==> config.mk <==
export PLATFORM = sky130hd
export DESIGN_NAME = sevenseg_scan_ctrl
export DESIGN_NICKNAME = d
export VERILOG_FILES = /design/src/rtl/sevenseg_scan_ctrl.sv
export SDC_FILE = /design/constraint.sdc
export NUM_CORES = 1
export LEC_CHECK = 0
export CAP_MARGIN = 10
export CORE_AREA = 2 2 101 103
export DETAILED_ROUTE_END_ITERATION = 8
export DIE_AREA = 0 0 103 105
export DONT_BUFFER_PORTS = 1
export GPL_ROUTABILITY_DRIVEN = 0
export PLACE_DENSITY = 0.62
export SYNTH_ARGS = -nofsm -noshare
export SYNTH_HDL_FRONTEND = slang
export SYNTH_SLANG_ARGS = --single-unit
==> constraint.sdc <==
create_clock -name clk -period 2.4 [get_ports clk]
set_input_delay 0.36 -clock clk [delete_from_list [all_inputs] [get_ports clk]]
set_output_delay 0.36 -clock clk [all_outputs]
set_load 0.05 [all_outputs]
==> src/rtl/sevenseg_scan_ctrl.sv <==
// Refresh scheduler for an 8-digit multiplexed seven-segment display.
// Holds the digit register file and time-shares the cathode bus with a blanking gap per slot.
module sevenseg_scan_ctrl #(
  parameter int unsigned NUM_DIGITS   = 8,
  parameter int unsigned REFRESH_DIV  = 100000,
  parameter int unsigned BLANK_CYCLES = 16
) (
  input  logic                  clk,
  input  logic                  reset,
  input  logic                  write,
  input  logic [2:0]            sel,
  input  logic [3:0]            num,
  input  logic                  mask_wr,
  input  logic [NUM_DIGITS-1:0] en_mask,
  output logic [NUM_DIGITS-1:0] ANODE,
  output logic [6:0]            CATHODE,
  output logic                  frame_tick
);

  localparam int unsigned CntW = (REFRESH_DIV > 1) ? $clog2(REFRESH_DIV) : 1;
  localparam logic [CntW-1:0] CntLast = CntW'(REFRESH_DIV - 1);
  localparam logic [CntW-1:0] CntShow = CntW'(BLANK_CYCLES);
  localparam logic [2:0] IdxLast = 3'(NUM_DIGITS - 1);
  localparam logic [NUM_DIGITS-1:0] AnodeOne = NUM_DIGITS'(1);
  localparam logic [6:0] SegOff = 7'h7F;

  typedef enum logic [0:0] {StBlank, StShow} state_e;

  state_e                         state_q, state_d;
  logic [CntW-1:0]                cnt_q, cnt_d;
  logic [2:0]                     idx_q, idx_d;
  logic [NUM_DIGITS-1:0][3:0]     digit_q, digit_d;
  logic [NUM_DIGITS-1:0]          mask_q, mask_d;
  logic [NUM_DIGITS-1:0]          anode_q, anode_d;
  logic [6:0]                     cathode_q, cathode_d;
  logic                           tick_q, tick_d;
  logic                           slot_end;

  // Active-low segment pattern {g,f,e,d,c,b,a}.
  function automatic logic [6:0] hex_to_seg(input logic [3:0] v);
    logic [6:0] seg;
    case (v)
      4'h0:    seg = 7'h40;
      4'h1:    seg = 7'h79;
      4'h2:    seg = 7'h24;
      4'h3:    seg = 7'h30;
      4'h4:    seg = 7'h19;
      4'h5:    seg = 7'h12;
      4'h6:    seg = 7'h02;
      4'h7:    seg = 7'h78;
      4'h8:    seg = 7'h00;
      4'h9:    seg = 7'h10;
      4'hA:    seg = 7'h08;
      4'hB:    seg = 7'h03;
      4'hC:    seg = 7'h46;
      4'hD:    seg = 7'h21;
      4'hE:    seg = 7'h06;
      default: seg = 7'h0E;
    endcase
    return seg;
  endfunction

  assign slot_end = (cnt_q == CntLast);

  always_comb begin
    cnt_d = slot_end ? '0 : cnt_q + 1'b1;
    idx_d = slot_end ? idx_q + 3'd1 : idx_q;
  end

  // State tracks cnt_d so state_q is SHOW exactly when cnt_q >= BLANK_CYCLES.
  always_comb begin
    state_d = state_q;
    unique case (state_q)
      StBlank: if (!slot_end && cnt_d == CntShow) state_d = StShow;
      StShow:  if (slot_end) state_d = StBlank;
      default: state_d = StBlank;
    endcase
  end

  always_comb begin
    digit_d = digit_q;
    if (write) digit_d[sel] = num;
    mask_d = mask_wr ? en_mask : mask_q;
  end

  always_comb begin
    anode_d   = '1;
    cathode_d = SegOff;
    if (state_q == StShow && mask_q[idx_q]) begin
      anode_d   = ~(AnodeOne << idx_q);
      cathode_d = hex_to_seg(digit_q[idx_q]);
    end
    tick_d = slot_end && (idx_q == IdxLast);
  end

  always_ff @(posedge clk or negedge reset) begin
    if (!reset) begin
      state_q   <= StBlank;
      cnt_q     <= '0;
      idx_q     <= '0;
      digit_q   <= '0;
      mask_q    <= '1;
      anode_q   <= '1;
      cathode_q <= SegOff;
      tick_q    <= 1'b0;
    end else begin
      state_q   <= state_d;
      cnt_q     <= cnt_d;
      idx_q     <= idx_d;
      digit_q   <= digit_d;
      mask_q    <= mask_d;
      anode_q   <= anode_d;
      cathode_q <= cathode_d;
      tick_q    <= tick_d;
    end
  end

  assign ANODE      = anode_q;
  assign CATHODE    = cathode_q;
  assign frame_tick = tick_q;

endmodule

# Yosys cells after proc, flatten, opt, wreduce, memory -nomap -nowiden
# Memories as Yosys holds them, arrays and structs flattened.
# Cells that the tools add are included.
# Widths: inputs -> output; s select.
dict set report word_totals {
  register_bits 77
  rom_bits 112
  input_bits 19
  output_inout_bits 16
  word_cells 45
  n_memories 1
}
dict set report op_classes {
  n_addsub 2
  magnitude_cmp 3
  eq_ne 3
  shift 1
  n_mux 13
  bitwise_logic 2
  n_reduce_logical 5
}
# memory depth word_bits rd rd_ports_with_merged_regs wr line
set memory_table {}
lappend memory_table {{(name not given)} 16 7 1 0 0 42} ;# case (v)
# operator n
set ops {}
lappend ops {{$bwmux 32} 1}
lappend ops {{$add 17x1->17 const B} 1}
lappend ops {{$eq 17x17->1 const B} 1}
lappend ops {{$eq 17x5->1 const B} 1}
lappend ops {{$mux 17} 1}
lappend ops {{$bmux 4 s3} 1}
lappend ops {{$demux 4 s3} 1}
lappend ops {{$lt 3x4->1 const B} 2}
lappend ops {{$mux 4} 2}
lappend ops {{$mux 8} 1}
lappend ops {{$not 8->8} 1}
lappend ops {{$shl 1x3->8 const A} 1}
lappend ops {{$mux 7} 1}
lappend ops {{$logic_and 1x1->1} 4}
lappend ops {{$add 3x1->3 const B} 1}
lappend ops {{$bmux 1 s3} 1}
lappend ops {{$eq 3x3->1 const B} 1}
lappend ops {{$ge 3x1->1 const B} 1}
lappend ops {{$mux 1} 3}
lappend ops {{$pmux 1 s2} 1}
lappend ops {{$logic_not 1->1} 1}
lappend ops {{$not 1->1} 1}

# Longest topological paths before layout
dict set report depth {
  word_depth 6
  ltp_mapped 9
  ltp_nobuf 8
}

# Least setup slack after synthesis
# OpenSTA, ideal clock, no wires.
dict set report synth_path {
  path_type {register -> register}
  startpoint {register idx_q[0]}
  endpoint {register cathode_q[3], in the netlist CATHODE[3]}
  setup_time_ps 72
  arrival_time_ps 2108
  t_required_ps 2328
  path_slack_ps 220
  stages_incl_launch_ff 8
  path_buffers 1
  cell_sequence {dfrtp_1 > buf_4 > mux4_2 > mux2_2 > inv_1 > ha_1 > o211a_1 > o21ai_1}
}
dict set report synth_between {
  elab_chain_cells 4
  elab_cells_between_ends 7
  cone_classes {mux: 5; reduce/logical: 1; memory: 1}
}
# item line
set synth_rtl {}
lappend synth_rtl {{start, declared} 31} ;# logic [2:0] idx_q, idx_d;
lappend synth_rtl {{start signal, assigned} 109} ;# idx_q <= idx_d;
lappend synth_rtl {{$bmux 4 s3 or $bmux 1 s3 (tied branches)} {91, 89}}
lappend synth_rtl {{$mux 4 (implied by the code) or $mux 1 (tied branches)} {91, 89}}
lappend synth_rtl {{$mem_v2 16x7 or $logic_and 1x1->1 (tied branches)} --}
lappend synth_rtl {{$mux 7 *} 89} ;# if (state_q == StShow && mask_q[idx_q]) begin
lappend synth_rtl {{net cathode_d[3]} 35} ;# logic [6:0] cathode_q, cathode_d;
lappend synth_rtl {{end signal, assigned} 104} ;# cathode_q <= SegOff;
lappend synth_rtl {{end signal, assigned} 113} ;# cathode_q <= cathode_d;
lappend synth_rtl {{end, declared} 35}
# Mark *: on every way through the listed nets, which the timed path passes. The rest lies on a longest branch. The select of a mux whose other input is x is not followed.
# A chain may end at the register's enable or synchronous reset.

# Final worst setup path
dict set report layout_path {
  startpoint {register cnt_q[0]}
  endpoint {register state_q}
}
dict set report layout_between {
  elab_chain_cells 6
  elab_cells_between_ends 9
  cone_classes {add/sub: 1; eq/ne: 2; mux: 4; reduce/logical: 2}
}
# item line
set layout_rtl {}
lappend layout_rtl {{start, declared} 30} ;# logic [CntW-1:0] cnt_q, cnt_d;
lappend layout_rtl {{start signal, assigned} 108} ;# cnt_q <= cnt_d;
lappend layout_rtl {{$add 17x1->17 or $eq 17x17->1 (tied branches)} {66, 63}}
lappend layout_rtl {{$mux 17} 66} ;# cnt_d = slot_end ? '0 : cnt_q + 1'b1;
lappend layout_rtl {{$eq 17x5->1} 74} ;# StBlank: if (!slot_end && cnt_d == CntShow) state_d = StShow;
lappend layout_rtl {{$logic_and 1x1->1} 74}
lappend layout_rtl {{$mux 1} 74}
lappend layout_rtl {{$pmux 1 s2 *} 73} ;# unique case (state_q)
lappend layout_rtl {{net state_d} 29} ;# state_e state_q, state_d;
lappend layout_rtl {{end signal, assigned} 98} ;# state_q <= StBlank;
lappend layout_rtl {{end signal, assigned} 107} ;# state_q <= state_d;
lappend layout_rtl {{end, declared} 29}
# Mark *: on every way through the listed nets, which the timed path passes. The rest lies on a longest branch.

==> flow_metrics.py <==
metrics = {
    "power_and_ir_drop": {
        "vdd_drop_max_uv": 422,
        "power_density_cells_nw_per_um2": 736,
        "leakagePower_uw": 0.00176,
    },
    "yosys": {
        "synthesis.area_per_instance_um2": 12.6,
        "synth_largest_type_area_fraction": 0.354,
        "ys_async_sr_fraction": 1.00,
        "synthDistinctLibCells": 49,
        "fraction_of_the_mapped_netlist_area_in_compound_gates": 0.0416,
        "synthDominantAreaCellType": "sky130_fd_sc_hd__dfrtp_1",
        "yosys.area_share.xor_xnor": 0.0390,
        "yosys-top-cells-area": "sky130_fd_sc_hd__dfrtp_1 (35%), sky130_fd_sc_hd__dfstp_2 (16%), sky130_fd_sc_hd__mux2_2 (12%), sky130_fd_sc_hd__mux4_2 (5.9%), sky130_fd_sc_hd__ha_1 (4.3%)",
        "synth_top_family_by_area": "multiplexers",
        "seq_area_frac_synth": 0.512,
        "synth_simple_gate_area_frac": 0.140,
        "ys_warn_count": 0,
        "yosys_register_bits": 77,
        "yosys.area_share.adder": 0.0426,
        "synthCells": 302,
        "syn_std_cell_area_um2": 3820,
        "synth_mux_area_frac": 0.196,
        "synth-main-ff-cell": "sky130_fd_sc_hd__dfrtp_1",
        "postSynthNetCount": 334,
        "synth_edf_count": 0,
    },
    "timing": {
        "setup_viol_count_final": 0,
        "finalCriticalPeriod_ns": 2.26,
        "finalCritPeriodShare": 0.943,
        "timing.max_slew.rel_slack": 0.477,
        "worstMarginPinSlew_ns": 0.779,
        "final.setup_skew_ns": 0.0149,
        "finalSetupTns_ns": 0,
        "grt_setup_unrepaired": "no",
        "hold_viol_final": 0,
        "fmax_ghz": 0.442,
        "maxSlewViolCount": 0,
    },
    "layout": {
        "fin_nets": 345,
        "flow.area_growth_from_synthesis_pct": 11.0,
        "final_core_density": 0.440,
        "final_layout_size_suffix_gt1_frac": 0.349,
        "n_antenna_cell": 0,
    },
    "placement": {
        "hpwl_um": 5040,
        "port-buffer-count": 0,
    },
    "worst_setup_path": {
        "timing.critical_path.slowest_cell_delay_ns": 0.54,
        "worstRegToRegCells": 6,
        "cp_data_arrival_time_ns": 2.54,
        "crit_buf_inv": 0,
        "cp-end-kind": "flop",
        "timing.setup.critical_path_class": "reg -> reg",
        "path_max_fanout": 6,
        "crit_path_cell_trace": "ha_1 -> nor4_2 -> nand2_1 -> or4b_1 -> a2111o_1 -> o21ai_1",
        "cp.required_ns": 2.68,
        "critPathTopFamily": "simple AND/OR/NAND/NOR gates",
        "timing.critical_path.slowest_stage_cell": "sky130_fd_sc_hd__or4b_1",
        "path_depth": 6,
        "startpoint_class": "flop",
    },
    "grt": {
        "track_usage": 0.146,
        "grt_max_degree": 78,
        "grt_first_pass_wirelength_um": 12200,
        "antenna_found_initial": 0,
        "grt_pass1_vias": 2384,
        "global_route.overflow_total": 0,
    },
    "route": {
        "route.detailed.wl_per_inst_um": 15.7,
        "viasPerCell": 5.11,
        "dr.pass1.iters": 4,
        "drtAntennaViolNets": 0,
        "total_via_count_after_detailed_routing": 2306,
        "drt_iter0_markers": 143,
        "totalWireLength_um": 7070,
        "drc": 0,
    },
    "floorplan": {
        "io-pin-count": 35,
        "initial_utilization": 0.396,
        "num_rows": 36,
        "die_height_um": 105,
        "core-area_um2": 9640,
        "chipWidth_um": 103,
        "die_area_um2": 10800,
    },
    "clock_tree": {
        "clock_path_buffers": 2,
        "cts.sinks": 77,
        "cts_setup_buffers": 0,
        "tritoncts.num_buffers": 9,
        "clock_transition_at_the_register_clock_pins_on_the_worst_setup_and_hold_paths_after_cts_ns": 0.09,
        "worst_skew_pair.late_latency_ns": 0.35,
        "ctsHtreeMaxLevel": 3,
        "cts_tree": "yes",
        "cts.root.buffer_cell": "sky130_fd_sc_hd__clkbuf_8",
    },
    "job": {
        "maxCapViolCount": 0,
    },
    "worst_hold_path": {
        "min-delay-path-class": "in -> reg",
        "min_path_cells": 1,
    },
    "run_status": {
        "run_status": "completed",
    },
}
metal layers:
layer / vias to the layer above / routed length (um) / global-route usage
met5: - / 0 / 0
met4: 0 / 74 / 0.0479
met3: 6 / 286 / 0.0455
met2: 46 / 3210 / 0.209
met1: 1145 / 3490 / 0.210
li1: 1109 / - / -
cell usage after synthesis, types with 2 or more instances:
library cell	count
sky130_fd_sc_hd__and2_1	2
sky130_fd_sc_hd__ha_1	13
sky130_fd_sc_hd__xnor2_1	10
sky130_fd_sc_hd__dfstp_2	23
sky130_fd_sc_hd__o221ai_1	5
sky130_fd_sc_hd__nand4b_1	3
sky130_fd_sc_hd__mux2i_1	6
sky130_fd_sc_hd__mux2_2	41
sky130_fd_sc_hd__nand2_1	20
sky130_fd_sc_hd__clkbuf_1	5
sky130_fd_sc_hd__nand2b_1	4
sky130_fd_sc_hd__buf_4	5
sky130_fd_sc_hd__nand3_1	10
sky130_fd_sc_hd__nor3b_1	4
sky130_fd_sc_hd__o21ai_0	2
sky130_fd_sc_hd__nor2b_1	2
sky130_fd_sc_hd__nor4_1	2
sky130_fd_sc_hd__buf_2	2
sky130_fd_sc_hd__dfrtp_1	54
sky130_fd_sc_hd__xor2_1	7
sky130_fd_sc_hd__mux4_2	10
sky130_fd_sc_hd__inv_1	8
sky130_fd_sc_hd__nor3_1	8
sky130_fd_sc_hd__nand4_1	5
sky130_fd_sc_hd__and3_1	2
sky130_fd_sc_hd__a21oi_1	4
sky130_fd_sc_hd__o21ai_1	3
sky130_fd_sc_hd__nor4_2	3
sky130_fd_sc_hd__nor2_1	19
cell families (layout without fill, tap and decap cells):
kind of cell	Yosys count	after routing
fa+ha+maj	13	13
flops	77	77
xor+xnor	17	17
compound gates	22	22
buf+inv	22	38
simple gates	94	94
mux	57	57
cells in the final DEF, fill, tap and decap left out, types with 3 or more instances in the layout:
cell and instances:
sky130_fd_sc_hd__mux4_2 10, sky130_fd_sc_hd__nand3_1 10, sky130_fd_sc_hd__nor3_1 8, sky130_fd_sc_hd__buf_4 11
sky130_fd_sc_hd__xnor2_1 10, sky130_fd_sc_hd__ha_1 13, sky130_fd_sc_hd__mux2_2 41, sky130_fd_sc_hd__nor4_2 3
sky130_fd_sc_hd__a21oi_1 4, sky130_fd_sc_hd__mux2i_1 6, sky130_fd_sc_hd__dfstp_2 23, sky130_fd_sc_hd__nand4_1 5
sky130_fd_sc_hd__dfrtp_1 53, sky130_fd_sc_hd__xor2_1 7, sky130_fd_sc_hd__nand2_1 20, sky130_fd_sc_hd__o221ai_1 5
sky130_fd_sc_hd__nand2b_1 4, sky130_fd_sc_hd__nand4b_1 3, sky130_fd_sc_hd__o21ai_1 3, sky130_fd_sc_hd__clkbuf_8 10
sky130_fd_sc_hd__nor3b_1 4, sky130_fd_sc_hd__nor2_1 19, sky130_fd_sc_hd__inv_1 8
metrics by stage:
| step | setup WS, ns | std cells | total power [uW] | hold slack (ns) | instance area [um2] |
|---|---|---|---|---|---|
| after floorplan | 0.220 | 302 | 2020 | 0.0644 | 3820 |
| after global placement | 0.189 | 433 | 2100 | 0.0667 | 3990 |
| after detailed placement | 0.127 | 433 | 2110 | 0.0667 | 3990 |
| after CTS | 0.0921 | 451 | 3170 | 0.134 | 4240 |
| after global routing | 0.0424 | 451 | 3290 | 0.124 | 4240 |
| final | 0.138 | 451 | 3120 | 0.149 | 4240 |
layout make-up:
cell class	count	area (um2)
inverters	9	33.8
fillers	932	5400
multi-input cells	203	1750
clock inverters	6	71.3
clock buffers	10	138
repair buffers	13	120
flip-flops and latches	77	1960
well taps	133	166
timing repair:
item / CTS / global route
hold buffers: 2 / 0
endpoints found under the hold margin: 77 / 0
endpoints found under the setup margin: 0 / 1
resized for setup: 0 / 1
path summary, 6_finish.rpt:
check | from | to | slack [ns]
min | en_mask[2] | mask_q[2] | 0.15
min in group asynchronous | reset | digit_q[12] | 0.55
max | cnt_q[0] | state_q | 0.14
max reg2reg | cnt_q[0] | state_q | 0.14
min reg2reg | digit_q[22] | digit_q[22] | 0.51
max in group asynchronous | reset | ANODE[1] | 1.50
where the power goes:
group          internal (uW)  switching [uW]
clock                    515             487
sequential              1500             198
combinational            233             188
total                   2250             874
sequential cells by signal, indices dropped and copies added, names as in the netlist:
signal / flops
ANODE: 8
idx_q: 3
state_q: 1
mask_q: 8
digit_q: 32
frame_tick: 1
cnt_q: 17
CATHODE: 7
Power figures use the tool's default switching activity.
